## src/rtl/reg_file_mp_if.sv

```systemverilog
// Bus bundle for the multi-port register file: write port, read ports and status.
// The master side drives requests; the slave side (the register file) returns read data and status.
interface reg_file_mp_if #(
  parameter int DATA_W = 16,
  parameter int ADDR_W = 4,
  parameter int NUM_RD = 2
);
  logic                       clr_req;
  logic                       wr_en;
  logic [ADDR_W-1:0]          wr_addr;
  logic [DATA_W-1:0]          wr_data;
  logic [NUM_RD-1:0]          rd_en;
  logic [NUM_RD*ADDR_W-1:0]   rd_addr;
  logic [NUM_RD*DATA_W-1:0]   rd_data;
  logic [NUM_RD-1:0]          rd_valid;
  logic [NUM_RD-1:0]          rd_zero;
  logic                       busy;

  modport master (
    output clr_req, wr_en, wr_addr, wr_data, rd_en, rd_addr,
    input  rd_data, rd_valid, rd_zero, busy
  );

  modport slave (
    input  clr_req, wr_en, wr_addr, wr_data, rd_en, rd_addr,
    output rd_data, rd_valid, rd_zero, busy
  );
endinterface

```

## src/rtl/reg_file_mp.sv

```systemverilog
// Parametrised multi-port register file with registered reads, write-to-read bypass,
// per-port zero flags, a hardware clear sequencer and an optional hardwired zero register.
module reg_file_mp #(
  parameter int DATA_W   = 16,
  parameter int ADDR_W   = 4,
  parameter int NUM_RD   = 2,
  parameter int ZERO_REG = 0
) (
  input  logic           clk,
  input  logic           reset,
  reg_file_mp_if.slave   bus
);

  localparam int DEPTH = 2 ** ADDR_W;
  localparam logic [ADDR_W:0] LAST_ENTRY = (ADDR_W + 1)'(DEPTH - 1);

  typedef enum logic {
    CLEAR,
    READY
  } state_t;

  state_t                          state;
  logic [ADDR_W:0]                 clr_cnt;
  logic [DATA_W-1:0]               mem [DEPTH];

  logic [NUM_RD-1:0][ADDR_W-1:0]   ra;
  logic [NUM_RD-1:0][DATA_W-1:0]   rd_q;
  logic [NUM_RD-1:0][DATA_W-1:0]   rd_next;
  logic [NUM_RD-1:0]               valid_q;
  logic [NUM_RD-1:0]               zero_flags;
  logic                            wr_zero_hit;
  logic                            wr_ok;

  assign ra = bus.rd_addr;

  // A write is committed only in READY, not on the cycle a clear starts, and never to a hardwired R0.
  assign wr_zero_hit = (ZERO_REG != 0) && (bus.wr_addr == '0);
  assign wr_ok       = (state == READY) && bus.wr_en && !bus.clr_req && !wr_zero_hit;

  // Storage carries no reset: the clear sequencer zeroes it after every reset.
  always_ff @(posedge clk) begin
    if (!reset) begin
      if (state == CLEAR) begin
        mem[clr_cnt[ADDR_W-1:0]] <= '0;
      end else if (wr_ok) begin
        mem[bus.wr_addr] <= bus.wr_data;
      end
    end
  end

  // Bypass takes priority over storage; a hardwired R0 overrides both.
  always_comb begin
    rd_next = '0;
    for (int unsigned k = 0; k < NUM_RD; k++) begin
      rd_next[k] = mem[ra[k]];
      if (wr_ok && (bus.wr_addr == ra[k])) begin
        rd_next[k] = bus.wr_data;
      end
      if ((ZERO_REG != 0) && (ra[k] == '0)) begin
        rd_next[k] = '0;
      end
    end
  end

  always_ff @(posedge clk) begin
    if (reset) begin
      state   <= CLEAR;
      clr_cnt <= '0;
      rd_q    <= '0;
      valid_q <= '0;
    end else begin
      case (state)
        CLEAR: begin
          clr_cnt <= clr_cnt + 1'b1;
          valid_q <= '0;
          if (clr_cnt == LAST_ENTRY) begin
            state <= READY;
          end
        end
        READY: begin
          if (bus.clr_req) begin
            state   <= CLEAR;
            clr_cnt <= '0;
          end
          for (int unsigned k = 0; k < NUM_RD; k++) begin
            if (bus.rd_en[k]) begin
              rd_q[k] <= rd_next[k];
            end
          end
          valid_q <= bus.rd_en;
        end
        default: begin
          state   <= CLEAR;
          clr_cnt <= '0;
        end
      endcase
    end
  end

  always_comb begin
    zero_flags = '0;
    for (int unsigned k = 0; k < NUM_RD; k++) begin
      zero_flags[k] = ~|rd_q[k];
    end
  end

  assign bus.rd_data  = rd_q;
  assign bus.rd_valid = valid_q;
  assign bus.rd_zero  = zero_flags;
  assign bus.busy     = (state == CLEAR);

endmodule

```

## src/flat_wrapper.sv

```systemverilog
// flat-port wrapper written by rule: the top's interface ports become plain ports
module reg_file_mp_flat 
#(
  parameter int DATA_W   = 16,
  parameter int ADDR_W   = 4,
  parameter int NUM_RD   = 2,
  parameter int ZERO_REG = 0
)
  (clk, reset, bus_clr_req, bus_wr_en, bus_wr_addr, bus_wr_data, bus_rd_en, bus_rd_addr, bus_rd_data, bus_rd_valid, bus_rd_zero, bus_busy);
  reg_file_mp_if #(.DATA_W(DATA_W), .ADDR_W(ADDR_W), .NUM_RD(NUM_RD)) bus_i ();
  input  logic clk;
  input  logic reset;
  input wire logic [$bits(bus_i.clr_req)-1:0] bus_clr_req;
  input wire logic [$bits(bus_i.wr_en)-1:0] bus_wr_en;
  input wire logic [$bits(bus_i.wr_addr)-1:0] bus_wr_addr;
  input wire logic [$bits(bus_i.wr_data)-1:0] bus_wr_data;
  input wire logic [$bits(bus_i.rd_en)-1:0] bus_rd_en;
  input wire logic [$bits(bus_i.rd_addr)-1:0] bus_rd_addr;
  output wire logic [$bits(bus_i.rd_data)-1:0] bus_rd_data;
  output wire logic [$bits(bus_i.rd_valid)-1:0] bus_rd_valid;
  output wire logic [$bits(bus_i.rd_zero)-1:0] bus_rd_zero;
  output wire logic [$bits(bus_i.busy)-1:0] bus_busy;
  assign bus_i.clr_req = bus_clr_req;
  assign bus_i.wr_en = bus_wr_en;
  assign bus_i.wr_addr = bus_wr_addr;
  assign bus_i.wr_data = bus_wr_data;
  assign bus_i.rd_en = bus_rd_en;
  assign bus_i.rd_addr = bus_rd_addr;
  assign bus_rd_data = bus_i.rd_data;
  assign bus_rd_valid = bus_i.rd_valid;
  assign bus_rd_zero = bus_i.rd_zero;
  assign bus_busy = bus_i.busy;
  reg_file_mp #(.DATA_W(DATA_W), .ADDR_W(ADDR_W), .NUM_RD(NUM_RD), .ZERO_REG(ZERO_REG)) u_core (.clk(clk), .reset(reset), .bus(bus_i));
endmodule
```

## config.mk

```make
export PLATFORM = sky130hd
export DESIGN_NAME = reg_file_mp_flat
export DESIGN_NICKNAME = d
export VERILOG_FILES = /design/src/rtl/reg_file_mp_if.sv /design/src/rtl/reg_file_mp.sv /design/src/flat_wrapper.sv
export SDC_FILE = /design/constraint.sdc
export NUM_CORES = 1
export LEC_CHECK = 0
export ABC_CLOCK_PERIOD_IN_PS = 4250
export CORE_ASPECT_RATIO = 1.5
export CORE_MARGIN = 1
export CORE_UTILIZATION = 45
export CTS_CLUSTER_DIAMETER = 150
export DETAILED_ROUTE_END_ITERATION = 16
export GPL_ROUTABILITY_DRIVEN = 0
export PLACE_DENSITY_LB_ADDON = 0.12
export SYNTH_ARGS = -nofsm -noshare
export SYNTH_HDL_FRONTEND = slang
export SYNTH_SLANG_ARGS = --single-unit
```

## constraint.sdc

```tcl
create_clock -name clk -period 4.25 [get_ports clk]
set_clock_uncertainty 0.2 [all_clocks]
set_input_delay 1.0625 -clock clk [delete_from_list [all_inputs] [get_ports clk]]
set_output_delay 1.0625 -clock clk [all_outputs]
set_load 0.01 [all_outputs]
```

==> results.md, run 1 <==
- Max Cap Violations: 0
- Filler Cells Inserted: 2396
- Per-cell routed wire length: 30.73 µm
- Share of async-settable or async-resettable flops after synthesis: 0%
- Drt drc: 0
- Worst hold start: u_core.bus.rd_data[16]
- Outcome: finished, final reports clean
- Category of the critical setup timing path: reg2out
- Worst-skew pair later-pin latency: 560 ps
- RSZ-0062 raised after global routing: no
- Area share of fa/ha/maj cells after synthesis: 0.1805%
- Die Area: 0.03153 mm²
- Global-route wire length before repair: 58300 µm
- Flip-flop cell with the highest count after synthesis: sky130_fd_sc_hd__edfxtp_1
- Maximum buffer depth of the clock tree: 3
- Fmax achieved: 261.5 MHz
- #FFs+latches synth: 296
- Actual transition at the worst max-transition pin: 1099 ps
- Number of warning messages in the yosys log: 0
- Relative contribution of sequential cells to total power: 51.0%
- Data required time of the critical path: 2990 ps
- TritonCTS clock tree: yes
- Final number of hold-violating endpoints: 0
- Clock power share: 42.2%
- Peak VDD IR: 0.0002868 V
- Pwr dens: 381.9 mW/mm²
- Sequential fraction of the synthesis area: 61.23%
- Fraction of the mapped netlist area in compound gates: 3.899%
- DRT iter0 DRCs: 868
- Fin crit share: 89.98%
- Number of buffers created by CTS: 28
- Number of enable-type register cells in the synthesized netlist: 256
- Number of pins exceeding their max-slew limit in the final report: 0
- Sort of element at the start of the critical path: register
- Design Area, Final: 0.01624 mm²
- Classification of the worst-slack hold path: reg2reg
- Via-per-instance ratio: 6.392
- Fraction of the mapped netlist area in simple logic gates: 4.964%
- Effective utilization at floorplan: 45.82%
- Die span in y: 217.0 µm
- GR Overflow Total: 0
- Sw Ratio: 22.01%
- Drt pass-1 iters: 5
- Hold Path End: u_core.bus.rd_data[16]
- Core area: 0.03025 mm²
- Worst reg2reg startpoint: u_core.state
- Worst Setup End Kind: output pin
- H-tree Lvls: 1
- Post-route antenna net violation count: 0
- Count of port buffers added during placement: 70
- HPWL after DPL: 26140 µm
- Number of vias after detailed routing: 8284
- Non-Filler Instances: 1296
- Post-Place Cells: 1244
- Setup TNS: 0 ps
- Fraction of layout cells with a size suffix above 1: 32.70%
- Ports: 71
- GR Util All Layers: 25.99%
- Slew HR: 26.71%
- Post-cts repair resize count: 0
- Fraction of power consumed by combinational cells: 6.8%
- CP arrival: 2560 ps
- LEAKAGE: 5.693 nW
- Worst-case register-to-register setup slack: 1300 ps
- Post-synthesis share of cell area spent on xor and xnor gates: 0.3791%
- Synthesis-to-finish area growth: 17.15%
- Sum of routed wire length over all layers: 39820 µm
- Vias in the first global route: 8569
- Time the worst path needs with I/O delays and setup: 3824 ps
- FF-to-FF path depth: 5
- Post-synthesis cell type count: 45
- Setup bufs post-CTS: 0
- Cell row count: 78
- Gate count after technology mapping: 780
- CTS sink count: 296
- Cts hold-fix bufs: 0
- Total nets after synthesis: 816
- Diodes inserted: 0
- Hold Path Cell Cnt: 2
- Portion of netlist area occupied by mux cells: 26.07%
- Clock root buffer: sky130_fd_sc_hd__clkbuf_16
- Die width: 145.3 µm
- Endpoint of the lowest-slack register-to-register path: u_core.mem[10][0]
- CTS clk-pin slew, worst paths: 70 ps
- Switching power: 1.365 mW
- Post-synthesis area per instance: 17.77 µm²
- Largest fanout of any net on the critical path: 3
- Maximum number of pins on one net before global-route repair: 69
- Initial antenna violation count: 0
- Largest family of logic cells by synthesized area: multiplexers
- Placed cell area: 0.01528 mm²
- Internal power: 4.837 mW
- Combined area of all synthesized cells: 0.01386 mm²
- Final count of negative-setup-slack endpoints: 0
- Nets@finish: 910
-- power groups by stage --
stage	clock network, mW	logic [mW]	registers [mW]
3_3_place_gp	0	0.423	3.22
2_1_floorplan	0	0.267	3.21
6_report	2.62	0.425	3.16
3_5_place_dp	0	0.425	3.22
5_1_grt	2.75	0.445	3.16
4_1_cts	2.65	0.426	3.16
-- registers in the layout, summed over array words and instances, names as in the netlist --
signal and count:
u_core.clr_cnt 5, u_core.bus.rd_valid 2, u_core.mem 256, u_core.state 1, u_core.bus.rd_data 32
-- cell type report --
class	count	area, µm²	area share (%)
inverters	56	210.2	1.294
clock buffers	35	747.0	4.600
repair buffers	120	1106	6.811
multi-input cells	372	4977	30.65
flip-flops and latches	296	8488	52.27
clock inverters	17	210.2	1.294
well taps	400	500.5	3.082
-- cell usage in the layout, fill, tap and decap left out, drive strengths merged, types with 2 or more instances in the layout --
master         instances
clkinv                11
ha                     2
and3                   5
clkdlybuf4s50         65
nor3b                  4
o211ai                17
nand3                  3
nor4                   8
and2                   2
nor3                   7
bufinv                 4
o311ai                 2
xnor2                  2
o21ai                  7
clkinvlp               2
nand2b                 2
and4                   2
xor2                   4
edfxtp               256
o221ai                17
a21oi                  8
a31oi                  4
mux4                 160
nor2                  24
a221oi                 2
nand4                 17
buf                   55
dfxtp                 40
nor2b                  6
inv                   56
nand2                 56
clkbuf                35
-- worst max path at each step --
stage                            from           endpoint  slack [ps]  cells past startpoint
2_1_floorplan                   reset  u_core.mem[13][0]         900                      7
3_3_place_gp                    reset   u_core.mem[9][5]         310                      6
3_5_place_dp                    reset   u_core.mem[9][5]         310                      6
4_1_cts        u_core.bus.rd_data[21]     bus_rd_zero[1]         480                      3
5_1_grt        u_core.bus.rd_data[20]     bus_rd_zero[1]         420                      3
6_report       u_core.bus.rd_data[10]     bus_rd_zero[0]         430                      3
-- per-layer routing --
metal | global-route usage, % | up-vias | share of wire, %
li1 | - | 3410 | -
met1 | 32.61 | 4357 | 37
met2 | 44.31 | 442 | 51
met3 | 5.556 | 75 | 8.1
met4 | 10.04 | 0 | 3.4
met5 | 0 | - | 0
-- metrics by stage --
stage / hold WS [ps] / power [mW] / setup WS [ps] / util [%]
2_1_floorplan: 317.7 / 3.482 / 901.8 / -
3_3_place_gp: 280.0 / 3.643 / 313.7 / 50.51
3_5_place_dp: 287.3 / 3.647 / 309.1 / 50.51
4_1_cts: 307.7 / 6.232 / 480.4 / 53.68
5_1_grt: 328.9 / 6.353 / 423.3 / 53.68
6_report: 305.9 / 6.201 / 425.7 / 53.68
-- synthesized netlist by cell type (all sizes together), types with 2 or more instances --
master    n  area share, %
a21oi     8           0.29
a221oi    2           0.13
a31oi     4           0.18
and2      2          0.090
and3      5           0.23
and4      2           0.13
buf      28            1.0
clkbuf   28           0.76
dfxtp    40            5.8
edfxtp  256             55
ha        2           0.18
inv      56            1.5
mux4    160             26
nand2    56            1.5
nand2b    2          0.090
nand3     3           0.11
nand4    17           0.77
nor2     24           0.65
nor2b     6           0.27
nor3      7           0.25
nor3b     4           0.22
nor4      8           0.36
o211ai   17           0.92
o21ai     7           0.25
o221ai   17            1.5
o311ai    2           0.18
xnor2     2           0.13
xor2      4           0.25
-- critical path, cell delays in order, from the launching register on --
cell and delay (ps):
sky130_fd_sc_hd__dfxtp_1 360, sky130_fd_sc_hd__nor4_1 720, sky130_fd_sc_hd__and4_1 370, sky130_fd_sc_hd__clkdlybuf4s50_1 550
-- cell families after synthesis --
kind of cell | after synthesis
mux | 161
fa+ha+maj | 2
buf+inv | 112
simple gates | 140
xor+xnor | 6
flops | 296
compound gates | 63
(Power assumes the default switching activity.)
==> run 2: changes to the inputs <==
--- a/config.mk
+++ b/config.mk
@@ -13,6 +13,7 @@
 export DETAILED_ROUTE_END_ITERATION = 16
 export GPL_ROUTABILITY_DRIVEN = 0
 export PLACE_DENSITY_LB_ADDON = 0.12
+export REMOVE_ABC_BUFFERS = 1
 export SYNTH_ARGS = -nofsm -noshare
 export SYNTH_HDL_FRONTEND = slang
 export SYNTH_SLANG_ARGS = --single-unit
==> run 2 against run 1 <==
- total power increased by 1.9%
- non-clock buffer count decreased by 1
- first-iteration DRC count increased by 2.6%
- fmax about the same
- register-to-register slack got worse by 120 ps
- clock power increased by 4%
- sequential power about the same
- critical path depth unchanged
- hold slack improved by 8.2 ps
- via count increased by 1.7%
- worst setup slack got worse by 0.53 ps
- critical endpoint unchanged
- largest cell class unchanged
==> results.md, run 2 (same netlist as run 1, synthesis figures left out) <==
- Outcome: finished, final reports clean
- Vias in the first global route: 8752
- Global-route wire length before repair: 60000 µm
- Die span in y: 217.0 µm
- Number of buffers created by CTS: 28
- Post-cts repair resize count: 0
- Internal power: 4.947 mW
- TritonCTS clock tree: yes
- Count of port buffers added during placement: 70
- H-tree Lvls: 1
- Slew HR: 10.22%
- Initial antenna violation count: 0
- Number of vias after detailed routing: 8425
- Peak VDD IR: 0.0003662 V
- HPWL after DPL: 25850 µm
- Worst-case hold slack: 314.1 ps
- Met2 routed wirelength: 20780 µm
- Effective utilization at floorplan: 45.82%
- Relative contribution of sequential cells to total power: 50.0%
- Largest fanout of any net on the critical path: 3
- Synthesis-to-finish area growth: 17.59%
- Sort of element at the start of the critical path: register
- Utilization of the core after routing: 53.88%
- GR Overflow Total: 0
- Core area: 0.03025 mm²
- Setup bufs post-CTS: 0
- Max Cap Violations: 0
- Die width: 145.3 µm
- Actual transition at the worst max-transition pin: 1345 ps
- CTS clk-pin slew, worst paths: 70 ps
- Final number of hold-violating endpoints: 0
- Fmax achieved: 261.5 MHz
- Series of cell instances along the critical path: nor4_1 > and4_1 > clkdlybuf4s50_1
- Placed cell area: 0.01530 mm²
- Number of flip-flops under the largest register name: 256
- Cts hold-fix bufs: 0
- Final count of negative-setup-slack endpoints: 0
- Nets@finish: 909
- Post-route antenna net violation count: 0
- Filler Cells Inserted: 2398
- Diodes inserted: 0
- Fraction of layout cells with a size suffix above 1: 32.96%
- GR Util All Layers: 26.55%
- Ports: 71
- Leading cell type in the layout, fill and taps excluded: sky130_fd_sc_hd__edfxtp_1
- Maximum number of pins on one net before global-route repair: 67
- Most used cells in the layout excluding fill and tap cells: sky130_fd_sc_hd__edfxtp_1, sky130_fd_sc_hd__mux4_2, sky130_fd_sc_hd__clkdlybuf4s50_1, sky130_fd_sc_hd__nand2_1, sky130_fd_sc_hd__inv_1
- Category of the critical setup timing path: reg2out
- Drt pass-1 iters: 7
- Maximum buffer depth of the clock tree: 3
- Worst Setup End Kind: output pin
- Design Area, Final: 0.01630 mm²
- RSZ-0062 raised after global routing: no
- Fraction of power consumed by combinational cells: 6.9%
- Classification of the worst-slack hold path: reg2reg
- Switching power: 1.371 mW
- Largest reg by FF count: u_core.mem
- Via-per-instance ratio: 6.506
- Cell with the largest stage delay on the worst path: sky130_fd_sc_hd__nor4_1
- Pwr dens: 387.6 mW/mm²
- Time the worst path needs with I/O delays and setup: 3825 ps
- Per-cell routed wire length: 31.35 µm
- Setup TNS: 0 ps
- Sum of routed wire length over all layers: 40600 µm
- LEAKAGE: 5.709 nW
- Data required time of the critical path: 2990 ps
- Clock power share: 43.1%
- Worst-skew pair later-pin latency: 550 ps
- Worst-case register-to-register setup slack: 1180 ps
- CTS sink count: 296
- CP arrival: 2560 ps
- Drt drc: 0
- Cell row count: 78
- Largest incremental delay on the critical path: 710 ps
- DRT iter0 DRCs: 891
- Clock root buffer: sky130_fd_sc_hd__clkbuf_16
- Sw Ratio: 21.70%
- Top Layer Used: met4
- Fin crit share: 90.00%
- Die Area: 0.03153 mm²
- Number of pins exceeding their max-slew limit in the final report: 0
- Wire length on met3: 2938 µm
- Worst setup margin: 425.2 ps
- Wire length on met1: 15660 µm
- Dpl ws: 290.0 ps
run 2: changes by cell type in the layout (fill, tap and decap cells not counted):
cell                         previous run  this run
sky130_fd_sc_hd__clkinv_8               1         0
sky130_fd_sc_hd__clkbuf_16             28        29
sky130_fd_sc_hd__clkinv_4               3         1
sky130_fd_sc_hd__clkbuf_1               5         2
sky130_fd_sc_hd__clkinv_2               5         6
sky130_fd_sc_hd__bufinv_16              4         5
sky130_fd_sc_hd__a21oi_2                1         0
sky130_fd_sc_hd__clkbuf_8               2         3
sky130_fd_sc_hd__buf_12                 4         6
sky130_fd_sc_hd__a21oi_1                7         8
sky130_fd_sc_hd__clkinv_1               2         1
sky130_fd_sc_hd__buf_4                 48        45
sky130_fd_sc_hd__clkinvlp_4             2         5
run 2: area by class of cell:
| type | count | area (µm²) | area share [%] |
|---|---|---|---|
| flip-flops and latches | 296 | 8488 | 52.07 |
| multi-input cells | 372 | 4974 | 30.51 |
| repair buffers | 119 | 1124 | 6.893 |
| clock buffers | 34 | 774.5 | 4.751 |
| well taps | 400 | 500.5 | 3.070 |
| clock inverters | 18 | 230.2 | 1.412 |
| inverters | 56 | 210.2 | 1.290 |
run 2: metal layers:
| metal | GRT usage, % | up-vias |
|---|---|---|
| met5 | 0 | - |
| met4 | 8.667 | 0 |
| met3 | 3.438 | 79 |
| met2 | 44.95 | 463 |
| met1 | 35.80 | 4473 |
| li1 | - | 3410 |
run 2: metrics by stage:
stage / instances / power, mW
3_3_place_gp: 1243 / 3.652
4_1_cts: 1295 / 6.357
2_1_floorplan: 724 / 3.418
6_report: 1295 / 6.318
3_5_place_dp: 1243 / 3.658
5_1_grt: 1295 / 6.479
run 2: worst paths after layout:
check,start,depth (start not counted),endpoint
worst max-delay path,u_core.bus.rd_data[12],3,bus_rd_zero[0]
worst min-delay path,u_core.bus.rd_data[25],2,u_core.bus.rd_data[25]
worst max register to register,u_core.state,5,u_core.mem[9][13]
worst min register to register,u_core.bus.rd_data[25],2,u_core.bus.rd_data[25]
run 2: power by group through the flow:
stage / Clock (mW) / Sequential, mW / Combinational [mW]
6_report: 2.72 / 3.16 / 0.434
5_1_grt: 2.86 / 3.16 / 0.455
4_1_cts: 2.76 / 3.16 / 0.434
3_5_place_dp: 0 / 3.22 / 0.433
3_3_place_gp: 0 / 3.22 / 0.430
2_1_floorplan: 0 / 3.22 / 0.202
run 2: worst max-delay path, delay by kind of cell (launching register included):
family                 cells  cell delay [ps]
buffers and inverters      1              540
DFF                        1              430
and+or+nand+nor            2             1040
==> run 3: changes to the inputs <==
--- a/config.mk
+++ b/config.mk
@@ -6,6 +6,8 @@
 export NUM_CORES = 1
 export LEC_CHECK = 0
 export ABC_CLOCK_PERIOD_IN_PS = 4250
+export CELL_PAD_IN_SITES_DETAIL_PLACEMENT = 0
+export CELL_PAD_IN_SITES_GLOBAL_PLACEMENT = 1
 export CORE_ASPECT_RATIO = 1.5
 export CORE_MARGIN = 1
 export CORE_UTILIZATION = 45
==> run 3 against run 2 <==
- non-clock buffer count is 7 higher
- routed wire length is 0.97% lower
- clock power is 8.1% higher
- sequential cell count stayed put
- combinational power is 3% lower
- critical path type unchanged
- final cell count is 0.62% higher
==> results.md, run 3 (same netlist as run 1, synthesis figures left out) <==
- Outcome: finished, final reports clean
- Critical path destination: bus_rd_zero[1]
- Data required time of the critical path: 2990 ps
- Maximum buffer depth of the clock tree: 3
- Die span in y: 217.0 µm
- Total area of multi-input combinational cells: 0.004977 mm²
- Worst Setup End Kind: output pin
- Largest incremental delay on the critical path: 680 ps
- Via-per-instance ratio: 6.417
- DRT iter0 DRCs: 877
- LEAKAGE: 5.777 nW
- Classification of the worst-slack hold path: reg2reg
- Worst-case register-to-register setup slack: 1190 ps
- Peak VDD IR: 0.0003282 V
- Utilization of the core after routing: 54.24%
- Placed cell area: 0.01533 mm²
- Endpoint of the lowest-slack register-to-register path: u_core.mem[9][12]
- Clock root buffer: sky130_fd_sc_hd__clkbuf_16
- CTS sink count: 296
- Core area: 0.03025 mm²
- Pwr dens: 397.6 mW/mm²
- Nets@finish: 917
- Sum of routed wire length over all layers: 40210 µm
- Final number of hold-violating endpoints: 0
- Final total power: 6.524 mW
- Cts hold-fix bufs: 0
- Setup TNS: 0 ps
- Non-Filler Instances: 1303
- Drt drc: 0
- HPWL after DPL: 26850 µm
- Most used cells in the layout excluding fill and tap cells: sky130_fd_sc_hd__edfxtp_1, sky130_fd_sc_hd__mux4_2, sky130_fd_sc_hd__clkdlybuf4s50_1, sky130_fd_sc_hd__nand2_1, sky130_fd_sc_hd__inv_1
- Largest fanout of any net on the critical path: 3
- Number of buffers created by CTS: 29
- H-tree Lvls: 1
- FF-to-FF path depth: 5
- Fmax achieved: 271.8 MHz
- Dpl ws: 435.6 ps
- Worst setup margin: 570.5 ps
- FF+latch area: 0.008488 mm²
- GR Util All Layers: 26.47%
- Time the worst path needs with I/O delays and setup: 3680 ps
- Post-Place Cells: 1250
- Worst reg2reg startpoint: u_core.state
- CP arrival: 2420 ps
- Category of the critical setup timing path: reg2out
- Leading cell type in the layout, fill and taps excluded: sky130_fd_sc_hd__edfxtp_1
- RSZ-0062 raised after global routing: no
- Series of cell instances along the critical path: nor4_1 > and4_1 > clkdlybuf4s50_1
- Ports: 71
- Per-cell routed wire length: 30.86 µm
- Diodes inserted: 0
- Die width: 145.3 µm
- TritonCTS clock tree: yes
- Post-cts repair resize count: 0
- Maximum number of pins on one net before global-route repair: 67
- Synthesis-to-finish area growth: 18.38%
- Post-route antenna net violation count: 0
- Worst-skew pair later-pin latency: 570 ps
- Slew HR: 33.98%
- GR Overflow Total: 0
- Initial antenna violation count: 0
- Effective utilization at floorplan: 45.82%
- Design Area, Final: 0.01641 mm²
- Drt pass-1 iters: 5
- Cell row count: 78
- Setup bufs post-CTS: 0
- Fin crit share: 86.58%
- Number of vias after detailed routing: 8362
- Vias in the first global route: 8878
- Filler Cells Inserted: 2413
- Die Area: 0.03153 mm²
- Largest reg by FF count: u_core.mem
- Actual transition at the worst max-transition pin: 990.3 ps
- Worst-case hold slack: 317.1 ps
- Final count of negative-setup-slack endpoints: 0
- Number of pins exceeding their max-slew limit in the final report: 0
- First element of the critical path: u_core.bus.rd_data[30]
- Cell with the largest stage delay on the worst path: sky130_fd_sc_hd__nor4_1
- Count of port buffers added during placement: 70
- CTS clk-pin slew, worst paths: 70 ps
- Sort of element at the start of the critical path: register
- Max Cap Violations: 0
- Fraction of layout cells with a size suffix above 1: 33.33%
- Number of flip-flops under the largest register name: 256
- Global-route wire length before repair: 59340 µm
## run 3: how the worst min path moves through the flow
stage | startpoint | endpoint | slack, ps | depth (start not counted)
6_report | u_core.bus.rd_data[3] | u_core.bus.rd_data[3] | 320 | 2
3_3_place_gp | u_core.bus.rd_data[23] | u_core.bus.rd_data[23] | 310 | 2
2_1_floorplan | u_core.bus.rd_data[13] | u_core.bus.rd_data[13] | 320 | 2
4_1_cts | u_core.bus.rd_data[3] | u_core.bus.rd_data[3] | 330 | 2
5_1_grt | u_core.bus.rd_data[21] | u_core.bus.rd_data[21] | 360 | 2
3_5_place_dp | u_core.bus.rd_data[21] | u_core.bus.rd_data[21] | 310 | 2
## run 3: routing by layer
| layer | part of all wire (%) | vias to the layer above | track usage [%] |
|---|---|---|---|
| met5 | 0 | - | 0 |
| met4 | 3.6 | 0 | 9.825 |
| met3 | 7.4 | 89 | 2.977 |
| met2 | 51 | 418 | 45.53 |
| met1 | 38 | 4429 | 34.86 |
| li1 | - | 3426 | - |
## run 3: report_power, final
| part | internal, mW | switching, mW |
|---|---|---|
| Combinational | 0.195 | 0.225 |
| Sequential | 3.14 | 0.0179 |
| Clock | 1.80 | 1.14 |
| Total | 5.14 | 1.39 |
## run 3: cell type report
cell class,instances,share of cell area (%)
flip-flops and latches,296,51.73
multi-input cells,372,30.33
repair buffers,126,7.015
clock buffers,30,4.445
well taps,400,3.050
clock inverters,23,2.150
inverters,56,1.281
## run 3: critical path, delay by kind of cell, from the launching register on
family | cells | cell delay (ps)
flops | 1 | 360
buf+inv | 1 | 540
simple gates | 2 | 960
